File: config.mk
export PLATFORM = sky130hd
export DESIGN_NAME = dbg_cmd_sequencer
export DESIGN_NICKNAME = d
export VERILOG_FILES = /design/src/rtl/dbg_cmd_sequencer.sv
export SDC_FILE = /design/constraint.sdc
export NUM_CORES = 1
export LEC_CHECK = 0
export ABC_AREA = 1
export CELL_PAD_IN_SITES_DETAIL_PLACEMENT = 1
export CELL_PAD_IN_SITES_GLOBAL_PLACEMENT = 1
export CORE_UTILIZATION = 25
export DETAILED_ROUTE_END_ITERATION = 7
export PLACE_DENSITY = 0.59
export RECOVER_POWER = 50
export SYNTH_ARGS = -nofsm -noshare
export SYNTH_HDL_FRONTEND = slang
export SYNTH_SLANG_ARGS = --single-unit
File: constraint.sdc
create_clock -name clk -period 1.5 [get_ports clk]
set_input_delay 0.15 -clock clk [delete_from_list [all_inputs] [get_ports clk]]
set_output_delay 0.15 -clock clk [all_outputs]
set_load 0.02 [all_outputs]
File: src/rtl/dbg_cmd_sequencer.sv
// Debug command sequencer: assembles UART bytes into one DEBUG_FN command,
// issues it to the debug controller, waits for completion and returns read
// data plus an ack (or error) byte to the UART transmitter.
module dbg_cmd_sequencer #(
  parameter int          TIMEOUT_CYCLES = 1_000_000,
  parameter logic [7:0]  ERR_BYTE       = 8'hEE
) (
  input  logic        clk,
  input  logic        reset,
  input  logic [7:0]  rx_data,
  input  logic        rx_valid,
  output logic [7:0]  tx_data,
  output logic        tx_valid,
  input  logic        tx_ready,
  input  logic        ctrlr_busy,
  input  logic [31:0] d_rd,
  output logic [3:0]  debug_fn,
  output logic [31:0] addr,
  output logic [31:0] d_in,
  output logic        out_valid
);

  // Idle counter is wide enough to hold TIMEOUT_CYCLES-1 (and never 0 bits wide).
  localparam int             CW        = $clog2(TIMEOUT_CYCLES + 1);
  localparam logic [CW-1:0]  IDLE_LAST = CW'(TIMEOUT_CYCLES - 1);

  localparam logic [3:0] FN_STATUS    = 4'd5;
  localparam logic [3:0] FN_BR_PT_ADD = 4'd6;
  localparam logic [3:0] FN_MEM_RD    = 4'd8;
  localparam logic [3:0] FN_MEM_WR    = 4'd9;
  localparam logic [3:0] FN_REG_RD    = 4'd10;
  localparam logic [3:0] FN_REG_WR    = 4'd11;

  typedef enum logic [2:0] {
    S_IDLE,
    S_RX_ADDR,
    S_RX_DATA,
    S_ISSUE,
    S_WAIT_DONE,
    S_TX_DATA,
    S_TX_ACK,
    S_TX_ERR
  } state_t;

  state_t        state_q, state_d;
  logic [3:0]    fn_q, fn_d;
  logic [31:0]   addr_q, addr_d;
  logic [31:0]   din_q, din_d;
  logic [31:0]   rd_buf_q, rd_buf_d;
  logic [1:0]    byte_cnt_q, byte_cnt_d;
  logic [CW-1:0] idle_cnt_q, idle_cnt_d;
  logic          wait_first_q, wait_first_d;
  logic [7:0]    tx_data_q, tx_data_d;
  logic          tx_valid_q, tx_valid_d;

  logic          opcode_ok;
  logic          tx_done;

  // Commands carrying a 4-byte data word after the address.
  function automatic logic has_wdata(input logic [3:0] fn);
    return (fn == FN_MEM_WR) || (fn == FN_REG_WR);
  endfunction

  // Commands that return a 32-bit read word before the ack byte.
  function automatic logic has_rdata(input logic [3:0] fn);
    return (fn == FN_STATUS) || (fn == FN_MEM_RD) || (fn == FN_REG_RD);
  endfunction

  assign opcode_ok = (rx_data[7:4] == 4'd0) && (rx_data[3:0] != 4'd0) &&
                     (rx_data[3:0] <= FN_REG_WR);
  assign tx_done   = tx_valid_q && tx_ready;

  // Next-state and datapath logic for the whole command sequence.
  always_comb begin
    state_d      = state_q;
    fn_d         = fn_q;
    addr_d       = addr_q;
    din_d        = din_q;
    rd_buf_d     = rd_buf_q;
    byte_cnt_d   = byte_cnt_q;
    idle_cnt_d   = idle_cnt_q;
    wait_first_d = wait_first_q;
    tx_data_d    = tx_data_q;
    tx_valid_d   = tx_valid_q;

    case (state_q)
      S_IDLE: begin
        byte_cnt_d = 2'd0;
        idle_cnt_d = '0;
        if (rx_valid) begin
          if (opcode_ok) begin
            fn_d = rx_data[3:0];
            if (rx_data[3:0] >= FN_BR_PT_ADD) begin
              state_d = S_RX_ADDR;
            end else begin
              state_d = S_ISSUE;
            end
          end else begin
            state_d    = S_TX_ERR;
            tx_valid_d = 1'b1;
            tx_data_d  = ERR_BYTE;
          end
        end
      end

      S_RX_ADDR: begin
        // A byte in the expiry cycle still wins over the timeout.
        if (rx_valid) begin
          addr_d     = {addr_q[23:0], rx_data};
          idle_cnt_d = '0;
          byte_cnt_d = byte_cnt_q + 2'd1;
          if (byte_cnt_q == 2'd3) begin
            state_d = has_wdata(fn_q) ? S_RX_DATA : S_ISSUE;
          end
        end else if (idle_cnt_q == IDLE_LAST) begin
          state_d    = S_TX_ERR;
          tx_valid_d = 1'b1;
          tx_data_d  = ERR_BYTE;
        end else begin
          idle_cnt_d = idle_cnt_q + CW'(1);
        end
      end

      S_RX_DATA: begin
        if (rx_valid) begin
          din_d      = {din_q[23:0], rx_data};
          idle_cnt_d = '0;
          byte_cnt_d = byte_cnt_q + 2'd1;
          if (byte_cnt_q == 2'd3) begin
            state_d = S_ISSUE;
          end
        end else if (idle_cnt_q == IDLE_LAST) begin
          state_d    = S_TX_ERR;
          tx_valid_d = 1'b1;
          tx_data_d  = ERR_BYTE;
        end else begin
          idle_cnt_d = idle_cnt_q + CW'(1);
        end
      end

      S_ISSUE: begin
        if (!ctrlr_busy) begin
          state_d      = S_WAIT_DONE;
          wait_first_d = 1'b1;
        end
      end

      S_WAIT_DONE: begin
        // First cycle skipped: the controller has not raised busy yet.
        wait_first_d = 1'b0;
        if (!wait_first_q && !ctrlr_busy) begin
          rd_buf_d   = d_rd;
          tx_valid_d = 1'b1;
          byte_cnt_d = 2'd0;
          if (has_rdata(fn_q)) begin
            state_d   = S_TX_DATA;
            tx_data_d = d_rd[31:24];
          end else begin
            state_d   = S_TX_ACK;
            tx_data_d = {4'hA, fn_q};
          end
        end
      end

      S_TX_DATA: begin
        // rd_buf shifts left so its second byte is always the next to send.
        if (tx_done) begin
          byte_cnt_d = byte_cnt_q + 2'd1;
          if (byte_cnt_q == 2'd3) begin
            state_d   = S_TX_ACK;
            tx_data_d = {4'hA, fn_q};
          end else begin
            tx_data_d = rd_buf_q[23:16];
            rd_buf_d  = {rd_buf_q[23:0], 8'h00};
          end
        end
      end

      S_TX_ACK, S_TX_ERR: begin
        if (tx_done) begin
          tx_valid_d = 1'b0;
          state_d    = S_IDLE;
        end
      end

      default: begin
        state_d    = S_IDLE;
        tx_valid_d = 1'b0;
      end
    endcase
  end

  // State and datapath registers with synchronous reset.
  always_ff @(posedge clk) begin
    if (reset) begin
      state_q      <= S_IDLE;
      fn_q         <= 4'd0;
      addr_q       <= 32'd0;
      din_q        <= 32'd0;
      rd_buf_q     <= 32'd0;
      byte_cnt_q   <= 2'd0;
      idle_cnt_q   <= '0;
      wait_first_q <= 1'b0;
      tx_data_q    <= 8'd0;
      tx_valid_q   <= 1'b0;
    end else begin
      state_q      <= state_d;
      fn_q         <= fn_d;
      addr_q       <= addr_d;
      din_q        <= din_d;
      rd_buf_q     <= rd_buf_d;
      byte_cnt_q   <= byte_cnt_d;
      idle_cnt_q   <= idle_cnt_d;
      wait_first_q <= wait_first_d;
      tx_data_q    <= tx_data_d;
      tx_valid_q   <= tx_valid_d;
    end
  end

  // The strobe must coincide with the first non-busy cycle in ISSUE, so it is
  // decoded from the registered state and the live busy input.
  assign out_valid = (state_q == S_ISSUE) && !ctrlr_busy;
  assign debug_fn  = fn_q;
  assign addr      = addr_q;
  assign d_in      = din_q;
  assign tx_data   = tx_data_q;
  assign tx_valid  = tx_valid_q;

endmodule

==> flow_summary_export.csv <==
group,metric,value,unit
synth,synth-seq-area-share,43.7,%
synth,synth_compound_area_share,14.9,%
job,drv_cap,0,
power_and_ir_drop,p_leak,0.00439,uW
sta,rsz0062_at_grt,"true",
finish,final_cell_mix,"167 x nand2_1, 166 x nor2_1, 115 x buf_4",
synth,synth_top_area_share,43.7,%
sta,fin_setup_tns,-3900,ps
synth,synth_area_leaders,"dfxtp_1 44%, nor2_1 12%, nand2_1 12%, o21ai_0 6.8%, a21oi_1 4.5%",
sta,tightest_slew,320,ps
die,ios,123,
synth,syn_area,5820,um2
placed_design,place_area,8200,um2
clock_tree,cts_made_buffers,17,
clock_tree,root_buffer,"clkbuf_16",
synth,ys_types,34,
power_and_ir_drop,power_density,1640,nW/um2
clock_tree,path_clk_slew,70,ps
setup_path,critical_path_arrival,1960,ps
detailed_routing,detailedRoute.firstPassIterationCount,4,
setup_path,crit_chain,"buf_6 > nor2_4 > nand2_4 > nand2_4 > buf_6 > nand2_8 > buf_12 > buf_4 > a21oi_2 > nor2_1",
synth,synthSimpleGateAreaFrac,33.8,%
grt,gr-total-overflow,0,
die,row_count,55,
clock_tree,cts_hold_buf,0,
synth,syn_nets,909,
setup_path,path_buf_inv,4,
synth,synth-xor-area-share,0.301,%
die,dieHeight,155,um
synth,synth_top_cell_by_area,"dfxtp_1",
grt,grt_pass1_wl,34300,um
setup_path,start_kind,"register",
detailed_routing,ant_nets,0,
grt,grt_max_degree,35,
sta,finalCritPeriodShare,109,%
finish,fin_area,9730,um2
clock_tree,cts.sinks,127,
sta,fmax,610,MHz
detailed_routing,drt-total-wl,21400,um
sta,hold_viol_final,0,
detailed_routing,avgViaCountPerCell,4.53,
worst_hold_path,hold_class,"input pin to register",
finish,antenna_cells,0,
sta,layout_setup_ws,-139,ps
synth,ys_ff_latch,127,
setup_path,critPathTopFamily,"buffers and inverters",
placed_design,dpl.hpwl,14600,um
run_status,status,"finished, violations left",
run_status,failed_checks,"negative setup slack",
sta,slew_viol_final,0,
finish,fin_util,42.8,%
synth,yosys_warnings,0,
synth,synthMuxAreaShare,0,%
sta,fin_hold_ws,278,ps
finish,drive_above_1_share,30.1,%
synth,synth_top_family_by_area,"simple AND/OR/NAND/NOR gates",
setup_path,critical-path-max-stage-delay,360,ps
finish,layout_commonest_cell,"nand2_1",
detailed_routing,drt_iter0_markers,244,
placed_design,dp_slack,-287,ps
finish,syn2layout_area_growth,67.2,%
grt,grt_pass1_vias,6599,
sta,timing.slew.headroom,78.4,%
clock_tree,cts_tree,"built",
setup_path,cp-end-kind,"register",
power_and_ir_drop,peakVddDrop,0.000714,V
die,die_w,155,um
setup_path,crit_fanout,6,
clock_tree,clock_latency,430,ps
detailed_routing,wl_per_cell,15.0,um
setup_path,worst_path_max_delay_cell,"dfxtp_4",
sta,finClkSkew,12.8,ps
synth,synth_cells,862,
setup_path,crit_type,"register to register",
clock_tree,clock_path_buffers,2,
clock_tree,h-tree-depth,4,
synth,synth_adder_area_share,0.430,%
detailed_routing,vias,6439,
grt,track_usage,18.1,%
detailed_routing,drc,0,
sta,min_period,1640,ps
synth,syn_avg_cell_area,6.75,um2
finish,fin_nets,1169,
placed_design,portBuffers,122,
die,dieArea,23900,um2
sta,finalSetupViolCount,81,
die,coreArea,22700,um2
die,initial_core_util,25.6,%
placed_design,place_congestion,0.832,
grt,antenna_found_initial,0,
setup_path,crit_required,1820,ps
-- what timing repair did --
item | in CTS | in global routing
resized for setup | 203 | 100
setup endpoints to repair | 202 | 97
cloned | 4 | 1
setup buffers | 16 | 16
pin swaps | 38 | 31
-- area by class of cell --
class / count / area [um2]
clock buffers: 18 / 439
well taps: 285 / 357
fillers: 2760 / 13000
flip-flops and latches: 127 / 2570
inverters: 57 / 234
repair buffers: 278 / 2550
multi-input cells: 641 / 3440
clock inverters: 14 / 141
-- layer usage --
layer	vias to the layer above	track usage, %	routed length, um	part of all wire, %
li1	3327	-	-	-
met1	3023	21.7	9470	44
met2	80	32.3	10900	51
met3	9	4.57	764	3.6
met4	0	4.53	189	0.88
met5	-	0	0	0
-- Yosys cell counts, drive strengths merged --
master and instances:
and3 1, nor2 199, clkbuf 18, nand3b 1, and2 1, clkinv 2
nor3 6, nand4 19, a21oi 52, buf 20, dfxtp 127, inv 55
o21a 1, a31oi 16, o21ai 94, a211oi 1, or2 3, xnor2 1
o211ai 2, o21bai 1, nand3 38, ha 2, nand2 201, xor2 1
-- registers in the layout (all words and copies together), names as in the netlist --
name	cells
tx_valid	1
byte_cnt_q	2
d_in	32
wait_first_q	1
tx_data	8
state_q	3
debug_fn	4
rd_buf_q	24
idle_cnt_q	20
addr	32
-- cell families after synthesis --
family,Yosys count
buffers and inverters,95
AND/OR/NAND/NOR,469
AO/OA/AOI/OAI,167
XOR/XNOR,2
flip-flops,127
adder cells (fa/ha/maj),2
-- report_power, final --
part	internal, uW	switching, uW	leakage, uW	total [uW]
clock	2380	1820	0.000279	4200
combinational	3260	3880	0.00307	7140
sequential	4100	512	0.00104	4610
-- worst register-to-register path, delay by kind of cell, from the launching register on --
family                 cells  cell delay (ps)
buffers and inverters      4              540
flip-flops                 1              360
AO/OA/AOI/OAI              1              120
AND/OR/NAND/NOR            5              530
-- path summary, 6_finish.rpt --
path | from | to | slack, ps | cells after the start
worst min register to register | rd_buf_q[0] | rd_buf_q[0] | 460 | 2
worst min-delay path | d_rd[4] | rd_buf_q[4] | 280 | 3
worst max-delay path | state_q[1] | tx_data[7] | -140 | 10
worst max register to register | state_q[1] | tx_data[7] | -140 | 10
-- through the flow --
step	std cells	total power (uW)
2_1_floorplan	862	7550
3_3_place_gp	1353	10000
3_5_place_dp	1353	10100
4_1_cts	1404	15300
5_1_grt	1420	16900
6_report	1420	16000
No activity file was read; power rests on OpenSTA's default activity.
